## config.mk

```make
export PLATFORM = sky130hd
export DESIGN_NAME = pc_branch_unit
export DESIGN_NICKNAME = d
export VERILOG_FILES = /design/src/rtl/pc_branch_unit.sv
export SDC_FILE = /design/constraint.sdc
export NUM_CORES = 1
export LEC_CHECK = 0
export CORE_MARGIN = 1.5
export CORE_UTILIZATION = 34
export DETAILED_ROUTE_END_ITERATION = 10
export PLACE_DENSITY = 0.67
export SETUP_SLACK_MARGIN = 0.4
export SLEW_MARGIN = 40
export SYNTH_ARGS = -nofsm -noshare
export SYNTH_HDL_FRONTEND = slang
export SYNTH_SLANG_ARGS = --single-unit
```

## constraint.sdc

```tcl
create_clock -name clk -period 2.93 [get_ports clk]
set_clock_uncertainty 0.1 [all_clocks]
set_input_delay 0.586 -clock clk [delete_from_list [all_inputs] [get_ports clk]]
set_output_delay 0.586 -clock clk [all_outputs]
set_load 0.05 [all_outputs]
```

## src/rtl/pc_branch_unit.sv

```systemverilog
`default_nettype none
// ============================================================================
// Module   : pc_branch_unit
// Purpose  : Holds the architectural PC and resolves B / BR / PCS / HLT using
//            the registered ALU condition flags {V,N,Z}. Drives the fetch
//            redirect (pc), a one-cycle flush after each accepted taken
//            branch, the halt indication and a saturating taken-branch count.
// Ports    : clk       - rising-edge clock
//            rst       - asynchronous active-low reset (0 = reset)
//            stall     - 1 = hold pc/state/count this cycle, flush clears
//            opcode    - current instruction opcode
//            ccc       - branch condition field
//            imm9      - signed B offset in words
//            rs_data   - register target for BR (used unaligned, as-is)
//            flags     - [2]=V [1]=N [0]=Z
//            pc        - current PC (registered)
//            pc_plus2  - pc+2 (combinational, PCS write-back data)
//            taken     - current B/BR condition true (combinational)
//            flush     - 1 for one cycle after an accepted taken branch
//            halted    - 1 while in HALT
//            taken_cnt - saturating count of accepted taken branches
// Revision : 1.0 - initial release
// ============================================================================
module pc_branch_unit #(
  parameter logic [15:0] RESET_PC = 16'h0000,
  parameter int          CNT_W    = 16
) (
  input  logic             clk,
  input  logic             rst,
  input  logic             stall,
  input  logic [3:0]       opcode,
  input  logic [2:0]       ccc,
  input  logic [8:0]       imm9,
  input  logic [15:0]      rs_data,
  input  logic [2:0]       flags,
  output logic [15:0]      pc,
  output logic [15:0]      pc_plus2,
  output logic             taken,
  output logic             flush,
  output logic             halted,
  output logic [CNT_W-1:0] taken_cnt
);

  typedef enum logic [0:0] {
    ST_RUN  = 1'b0,
    ST_HALT = 1'b1
  } state_t;

  localparam logic [3:0]       OP_B    = 4'hC;
  localparam logic [3:0]       OP_BR   = 4'hD;
  localparam logic [3:0]       OP_HLT  = 4'hF;
  localparam logic [CNT_W-1:0] CNT_MAX = {CNT_W{1'b1}};

  state_t           state_q, state_d;
  logic [15:0]      pc_q, pc_d;
  logic             flush_q, flush_d;
  logic [CNT_W-1:0] cnt_q, cnt_d;

  logic        flag_v, flag_n, flag_z;
  logic        cond;
  logic        run;
  logic        is_branch;
  logic        accept;
  logic [15:0] b_offset;
  logic [15:0] next_pc;

  assign {flag_v, flag_n, flag_z} = flags;

  always_comb begin
    cond = 1'b0;
    case (ccc)
      3'b000:  cond = ~flag_z;             // NEQ
      3'b001:  cond = flag_z;              // EQ
      3'b010:  cond = ~flag_z & ~flag_n;   // GT
      3'b011:  cond = flag_n;              // LT
      3'b100:  cond = flag_z | ~flag_n;    // GTE
      3'b101:  cond = flag_n | flag_z;     // LTE
      3'b110:  cond = flag_v;              // OVFL
      default: cond = 1'b1;                // UNCOND
    endcase
  end

  assign run       = (state_q == ST_RUN);
  assign is_branch = (opcode == OP_B) || (opcode == OP_BR);
  // Gated by run so a halted core never reports a taken branch.
  assign taken     = run & is_branch & cond;
  assign pc_plus2  = pc_q + 16'd2;
  // Word offset: sign-extend imm9 and shift left by one into a byte offset.
  assign b_offset  = {{6{imm9[8]}}, imm9, 1'b0};

  always_comb begin
    next_pc = pc_plus2;
    if (taken && (opcode == OP_B)) begin
      next_pc = pc_plus2 + b_offset;
    end else if (taken && (opcode == OP_BR)) begin
      next_pc = rs_data;
    end else if (opcode == OP_HLT) begin
      next_pc = pc_q;
    end
  end

  assign accept = run & ~stall;

  always_comb begin
    state_d = state_q;
    pc_d    = pc_q;
    flush_d = 1'b0;
    cnt_d   = cnt_q;
    if (accept) begin
      pc_d    = next_pc;
      flush_d = taken;
      if (taken && (cnt_q != CNT_MAX)) begin
        cnt_d = cnt_q + CNT_W'(1);
      end
      if (opcode == OP_HLT) begin
        state_d = ST_HALT;
      end
    end
  end

  always_ff @(posedge clk or negedge rst) begin
    if (!rst) begin
      state_q <= ST_RUN;
      pc_q    <= RESET_PC;
      flush_q <= 1'b0;
      cnt_q   <= '0;
    end else begin
      state_q <= state_d;
      pc_q    <= pc_d;
      flush_q <= flush_d;
      cnt_q   <= cnt_d;
    end
  end

  assign pc        = pc_q;
  assign flush     = flush_q;
  assign halted    = (state_q == ST_HALT);
  assign taken_cnt = cnt_q;

endmodule
`default_nettype wire

```

### Yosys cells after proc, flatten, opt, wreduce, memory -nomap -nowiden

Cells that the tools add are included.

| storage, ports and cells | value |
|---|---|
| flip-flop bits (word level) | 34 |
| input bits | 38 |
| output and inout port bits | 51 |
| logic and storage cells | 41 |

| operators by class | value |
|---|---|
| $add $sub $neg | 3 |
| equality and inequality tests | 11 |
| muxes and demuxes | 5 |
| bitwise logic cells | 10 |
| reductions and logical operators | 8 |

Operator list:

| operator | count |
|---|---|
| $mux W16 | 3 |
| $add A16 B1 Y16 const B | 1 |
| $add A16 B16 Y16 | 1 |
| $add A16 B2 Y16 const B | 1 |
| $ne A16 B16 Y1 const B | 1 |
| $eq A4 B4 Y1 const B | 3 |
| $eq A3 B3 Y1 const B | 3 |
| $pmux W1 S7 | 1 |
| $eq A3 B2 Y1 const B | 2 |
| $reduce_and A2 Y1 | 3 |
| $and A1 B1 Y1 | 4 |
| $not A1 Y1 | 4 |
| $eq A3 B1 Y1 const B | 1 |
| $logic_and A1 B1 Y1 | 3 |
| $logic_not A3 Y1 | 1 |
| $ne A3 B3 Y1 const B | 1 |
| $or A1 B1 Y1 | 2 |
| $logic_or A1 B1 Y1 | 1 |
| $mux W1 | 1 |

### Longest topological paths before layout

Gate-level depths: netlist of run 1.

| logic depth | value |
|---|---|
| depth after elaboration | 7 |
| gate-level depth with buffers | 12 |
| gate-level depth less buffers | 12 |

### Least setup slack after synthesis of run 1

Ideal clock, no wire load.

| timing | value |
|---|---|
| path kind | register -> register |
| start | register pc_q[1] (netlist: pc[1]) |
| end | register pc_q[14] (netlist: pc[14]) |
| library setup time | 0.139 ns |
| arrival | 3.731 ns |
| data required time | 2.691 ns |
| setup slack | -1.040 ns |
| cell stages (with the launch flop) | 13 |
| path buffers | 0 |
| clock period less this slack | 3.970 ns |
| cells stage by stage | dfrtp_1 ha_1 nand2_1 nor2_1 nand2_1 xnor2_1 ha_1 a21oi_1 o21ai_0 a31o_2 a311oi_1 xor2_1 o221ai_1 |

| on the way | value |
|---|---|
| elaborated cells on any way between the ends | 5 |
| classes of those cells | 2 x add/sub; 3 x mux |

RTL lines:

| item | RTL line | text |
|---|---|---|
| start, declared | 55 | `logic [15:0] pc_q, pc_d;` |
| start signal, assigned | 129 | `pc_q <= pc_d;` |
| $add A16 B2 Y16 | 87 | `assign pc_plus2 = pc_q + 16'd2;` |
| net pc_plus2[9] | 37 | `output logic [15:0] pc_plus2,` |
| $add A16 B16 Y16 | 94 | `next_pc = pc_plus2 + b_offset;` |
| $mux W16 | 93 | `if (taken && (opcode == OP_B)) begin` |

The timed path passes the listed nets, and every way through them passes these cells. The select of a mux whose other input is x is not followed.
A chain may end at the register's enable or synchronous reset.

### Final worst setup path of run 1

| timing | value |
|---|---|
| start | register pc_q[1] (netlist: pc[1]) |
| end | register pc_q[12] (netlist: pc[12]) |

| on the way | value |
|---|---|
| word-level cells in the longest chain between the ends | 4 |
| elaborated cells on any way between the ends | 5 |
| classes of those cells | 2 x add/sub; 3 x mux |

RTL lines:

| item | RTL line |
|---|---|
| $add A16 B2 Y16 (*) | 87 |
| branches (longest 2 deep; another with $add A16 B16 Y16) | -- |
| $mux W16 (*) | 93 |

Every way passes the cells marked *. The select of a mux whose other input is x is not followed.

==> out/metrics.json, run 1 <==
{
  "grt_antenna_before_repair": {"value": 0},
  "crit_path_start": {"value": "pc[1]"},
  "drt-total-wl": {"value": 9450, "unit": "um"},
  "timing.critical_path.required": {"value": 2.99, "unit": "ns"},
  "seq_area_frac_synth": {"value": 0.315},
  "flow.area_growth_from_synthesis": {"value": 95.5, "unit": "%"},
  "cts_root_buf": {"value": "sky130_fd_sc_hd__clkbuf_8"},
  "period_minus_slack": {"value": 2.80, "unit": "ns"},
  "fp.coreArea": {"value": 7690, "unit": "um2"},
  "fmax": {"value": 358, "unit": "MHz"},
  "num_antenna_cells": {"value": 0},
  "vias_in_the_first_global_route": {"value": 3020},
  "fin_ws": {"value": 0.133, "unit": "ns"},
  "first_pass_grt_wire_length": {"value": 14900, "unit": "um"},
  "placer_congestion": {"value": 0.885},
  "rrSetupSlack": {"value": 0.13, "unit": "ns"},
  "result_of_the_run": {"value": "finished, final reports clean"},
  "synth.top_cells.by_count": {"value": "sky130_fd_sc_hd__dfrtp_1, sky130_fd_sc_hd__nand2_1, sky130_fd_sc_hd__xnor2_1"},
  "hpwl": {"value": 6830, "unit": "um"},
  "clock-sinks": {"value": 34},
  "final_nets": {"value": 514},
  "synth_fp_nets": {"value": 337},
  "drt.antenna.violating_nets": {"value": 0},
  "post-synth-top-area-fraction": {"value": 0.315},
  "static_leakage": {"value": 2.13, "unit": "nW"},
  "placed_cells_incl_taps": {"value": 517},
  "min_path_type": {"value": "reg -> reg"},
  "die_area": {"value": 8490, "unit": "um2"},
  "slew_headroom": {"value": 0.645},
  "dr.pass1.iters": {"value": 4},
  "timing.critical_path.to_type": {"value": "flip-flop"},
  "synth-seq-cells": {"value": 34},
  "worst_r2r_endpoint": {"value": "pc[12]"},
  "tritoncts": {"value": "yes"},
  "regToRegStartpoint": {"value": "pc[1]"},
  "critical_path_arrival": {"value": 2.85, "unit": "ns"},
  "yosys_warnings": {"value": 0},
  "fin_cells": {"value": 562},
  "cts_inserted_buffers": {"value": 5},
  "grt.total_usage": {"value": 0.222},
  "clock_latency": {"value": 0.29, "unit": "ns"},
  "yosysUniqueCellTypes": {"value": 55},
  "drt-initial-drc-count": {"value": 119},
  "final_min_period_over_clock_period": {"value": 0.955},
  "critical_path.max_fanout": {"value": 4},
  "synth_most_common_cell": {"value": "sky130_fd_sc_hd__dfrtp_1"},
  "cts-root-to-sink-buffers": {"value": 2},
  "ys_top_cells_by_area": {"value": "sky130_fd_sc_hd__dfrtp_1, sky130_fd_sc_hd__xnor2_1, sky130_fd_sc_hd__ha_1"},
  "top_level_ports": {"value": 89},
  "postSynth.topFlopCell": {"value": "sky130_fd_sc_hd__dfrtp_1"},
  "cell_pwr_density": {"value": 883, "unit": "nW/um2"},
  "initial_utilization": {"value": 0.351},
  "syn-mean-instance-area": {"value": 9.57, "unit": "um2"},
  "maxSlewViolCount": {"value": 0},
  "fp-row-count": {"value": 32},
  "grt_max_degree": {"value": 35},
  "detail_route.wl_per_cell": {"value": 16.8, "unit": "um"},
  "number_of_synthesized_flops_with_an_enable_pin": {"value": 0},
  "vdd_drop_max": {"value": 0.387, "unit": "mV"},
  "placement.io_buffers": {"value": 88},
  "setup.worst_path.class": {"value": "reg -> reg"},
  "netlist_area": {"value": 2700, "unit": "um2"},
  "die_width": {"value": 92.1, "unit": "um"},
  "max_slew.worst_pin.slew": {"value": 0.530, "unit": "ns"},
  "via_per_inst": {"value": 5.20},
  "post_synth_inst_count": {"value": 282},
  "floorplan.die.height": {"value": 92.1, "unit": "um"},
  "synth-async-reset-ratio": {"value": 1.00},
  "htree_num_levels": {"value": 2},
  "synthDominantAreaCellType": {"value": "sky130_fd_sc_hd__dfrtp_1"},
  "vias": {"value": 2922},
  "post_route_cells_drive_above_1_share": {"value": 0.443},
  "setup_viol": {"value": 0},
  "clk_pin_slew": {"value": 0.07, "unit": "ns"},
  "dpl_worst_slack": {"value": -0.161, "unit": "ns"},
  "timing_hold_violations_final": {"value": 0},
  "worst-r2r-cell-count": {"value": 12},
  "worstSetupStartpointType": {"value": "flip-flop"},
  "cap_viol_max_count": {"value": 0},
  "post-route-drc-count": {"value": 0},
  "grt_setup_unrepaired": {"value": "true"},
  "grt_overflow": {"value": 0},
  "critPathCapture": {"value": "pc[12]"}
}
-- cell families (layout without fill, tap and decap cells) --
kind of cell               Yosys count  count (layout)  synth area share
and+or+nand+nor                     91              91             0.194
AOI/OAI and AO/OA                   68              68             0.182
xor gates and xnor gates            40              40             0.130
DFF                                 34              34             0.315
muxes                               19              19            0.0737
adders and majority gates           17              17            0.0816
buffers and inverters               13             191            0.0241
-- how the worst min path moves through the flow --
| stage | start | to | slack (ns) | cells past startpoint |
|---|---|---|---|---|
| after floorplan | rst | flush | 0.19 | 0 |
| after global placement | taken_cnt[8] | taken_cnt[8] | 0.38 | 1 |
| after detailed placement | taken_cnt[14] | taken_cnt[14] | 0.38 | 1 |
| after CTS | taken_cnt[14] | taken_cnt[14] | 0.40 | 1 |
| after global routing | taken_cnt[15] | taken_cnt[15] | 0.44 | 1 |
| final | taken_cnt[14] | taken_cnt[14] | 0.40 | 1 |
-- layer usage --
| metal | track usage | vias up | wire [um] |
|---|---|---|---|
| li1 | - | 1408 | - |
| met1 | 0.269 | 1408 | 4000 |
| met2 | 0.397 | 98 | 4780 |
| met3 | 0.0539 | 8 | 574 |
| met4 | 0.0474 | 0 | 97 |
| met5 | 0 | - | 0 |
-- critical path, stage by stage (launching register included) --
cell                       delay, ns
sky130_fd_sc_hd__dfrtp_4        0.52
sky130_fd_sc_hd__ha_4           0.19
sky130_fd_sc_hd__buf_6          0.13
sky130_fd_sc_hd__xor2_4         0.16
sky130_fd_sc_hd__ha_4           0.31
sky130_fd_sc_hd__o211ai_1       0.17
sky130_fd_sc_hd__buf_4          0.18
sky130_fd_sc_hd__buf_6          0.10
sky130_fd_sc_hd__o211ai_1       0.16
sky130_fd_sc_hd__o211ai_1       0.17
sky130_fd_sc_hd__o21ai_1        0.22
sky130_fd_sc_hd__xnor2_1        0.15
sky130_fd_sc_hd__o221ai_1       0.12
-- layout make-up --
cell class              count  area, um2
flip-flops and latches     34        877
clock buffers               8       80.1
fillers                   566       2410
inverters                   7       30.0
well taps                 102        128
repair buffers            176       1760
multi-input cells         235       2410
-- through the flow --
step | cell area (um2) | TNS [ns] | power (mW) | util | hold WS [ns]
2_1_floorplan | 3120 | -0.510 | 2.75 | - | 0.190
3_3_place_gp | 4560 | -0.839 | 3.76 | 0.593 | 0.381
3_5_place_dp | 4560 | -1.51 | 3.80 | 0.593 | 0.383
4_1_cts | 5040 | 0 | 4.39 | 0.655 | 0.401
5_1_grt | 5280 | 0 | 4.90 | 0.687 | 0.438
6_report | 5280 | 0 | 4.66 | 0.687 | 0.399
-- registers in the layout (all words and copies together) (netlist names) --
register   flops
flush          1
halted         1
taken_cnt     16
pc            16
-- what timing repair did --
| item | CTS | global route |
|---|---|---|
| setup endpoints to repair | 44 | 38 |
| cloned | 2 | 0 |
| pin swaps | 30 | 36 |
| buffers inserted | 18 | 17 |
| hold buffers | 0 | 0 |
| gates resized for setup | 62 | 46 |
-- cells in the final DEF, fill, tap and decap left out, types with 7 or more instances in the layout --
| cell | Yosys | routed |
|---|---|---|
| sky130_fd_sc_hd__nand3_1 | 9 | 7 |
| sky130_fd_sc_hd__a21oi_1 | 17 | 13 |
| sky130_fd_sc_hd__buf_4 | 2 | 72 |
| sky130_fd_sc_hd__xnor2_1 | 25 | 19 |
| sky130_fd_sc_hd__ha_4 | 0 | 11 |
| sky130_fd_sc_hd__clkdlybuf4s50_1 | 0 | 62 |
| sky130_fd_sc_hd__buf_6 | 1 | 15 |
| sky130_fd_sc_hd__buf_12 | 0 | 13 |
| sky130_fd_sc_hd__nor2_1 | 14 | 9 |
| sky130_fd_sc_hd__mux2i_1 | 12 | 11 |
| sky130_fd_sc_hd__xor2_4 | 0 | 7 |
| sky130_fd_sc_hd__xor2_1 | 15 | 7 |
| sky130_fd_sc_hd__nand4_1 | 10 | 10 |
| sky130_fd_sc_hd__dfrtp_1 | 34 | 23 |
| sky130_fd_sc_hd__nand2_1 | 25 | 21 |
| sky130_fd_sc_hd__o21ai_1 | 5 | 8 |
-- power breakdown --
part	internal, mW	total [mW]	switching [mW]
combinational	1.65	3.62	1.97
sequential	0.589	0.704	0.115
clock	0.169	0.333	0.165
Power figures use the tool's default switching activity.
==> inputs of run 2 (changes only) <==
--- a/config.mk
+++ b/config.mk
@@ -10,7 +10,7 @@
 export DETAILED_ROUTE_END_ITERATION = 10
 export PLACE_DENSITY = 0.67
 export SETUP_SLACK_MARGIN = 0.4
-export SLEW_MARGIN = 40
+export SLEW_MARGIN = 15
 export SYNTH_ARGS = -nofsm -noshare
 export SYNTH_HDL_FRONTEND = slang
 export SYNTH_SLANG_ARGS = --single-unit
==> results of run 2 <==
Same layout as run 1: the final DEF is identical, and so are final timing and power.
==> inputs of run 3 (changes only) <==
--- a/config.mk
+++ b/config.mk
@@ -5,6 +5,7 @@
 export SDC_FILE = /design/constraint.sdc
 export NUM_CORES = 1
 export LEC_CHECK = 0
+export CAP_MARGIN = 30
 export CORE_MARGIN = 1.5
 export CORE_UTILIZATION = 34
 export DETAILED_ROUTE_END_ITERATION = 10
==> results of run 3 <==
Same layout as run 1: the final DEF is identical, and so are final timing and power.
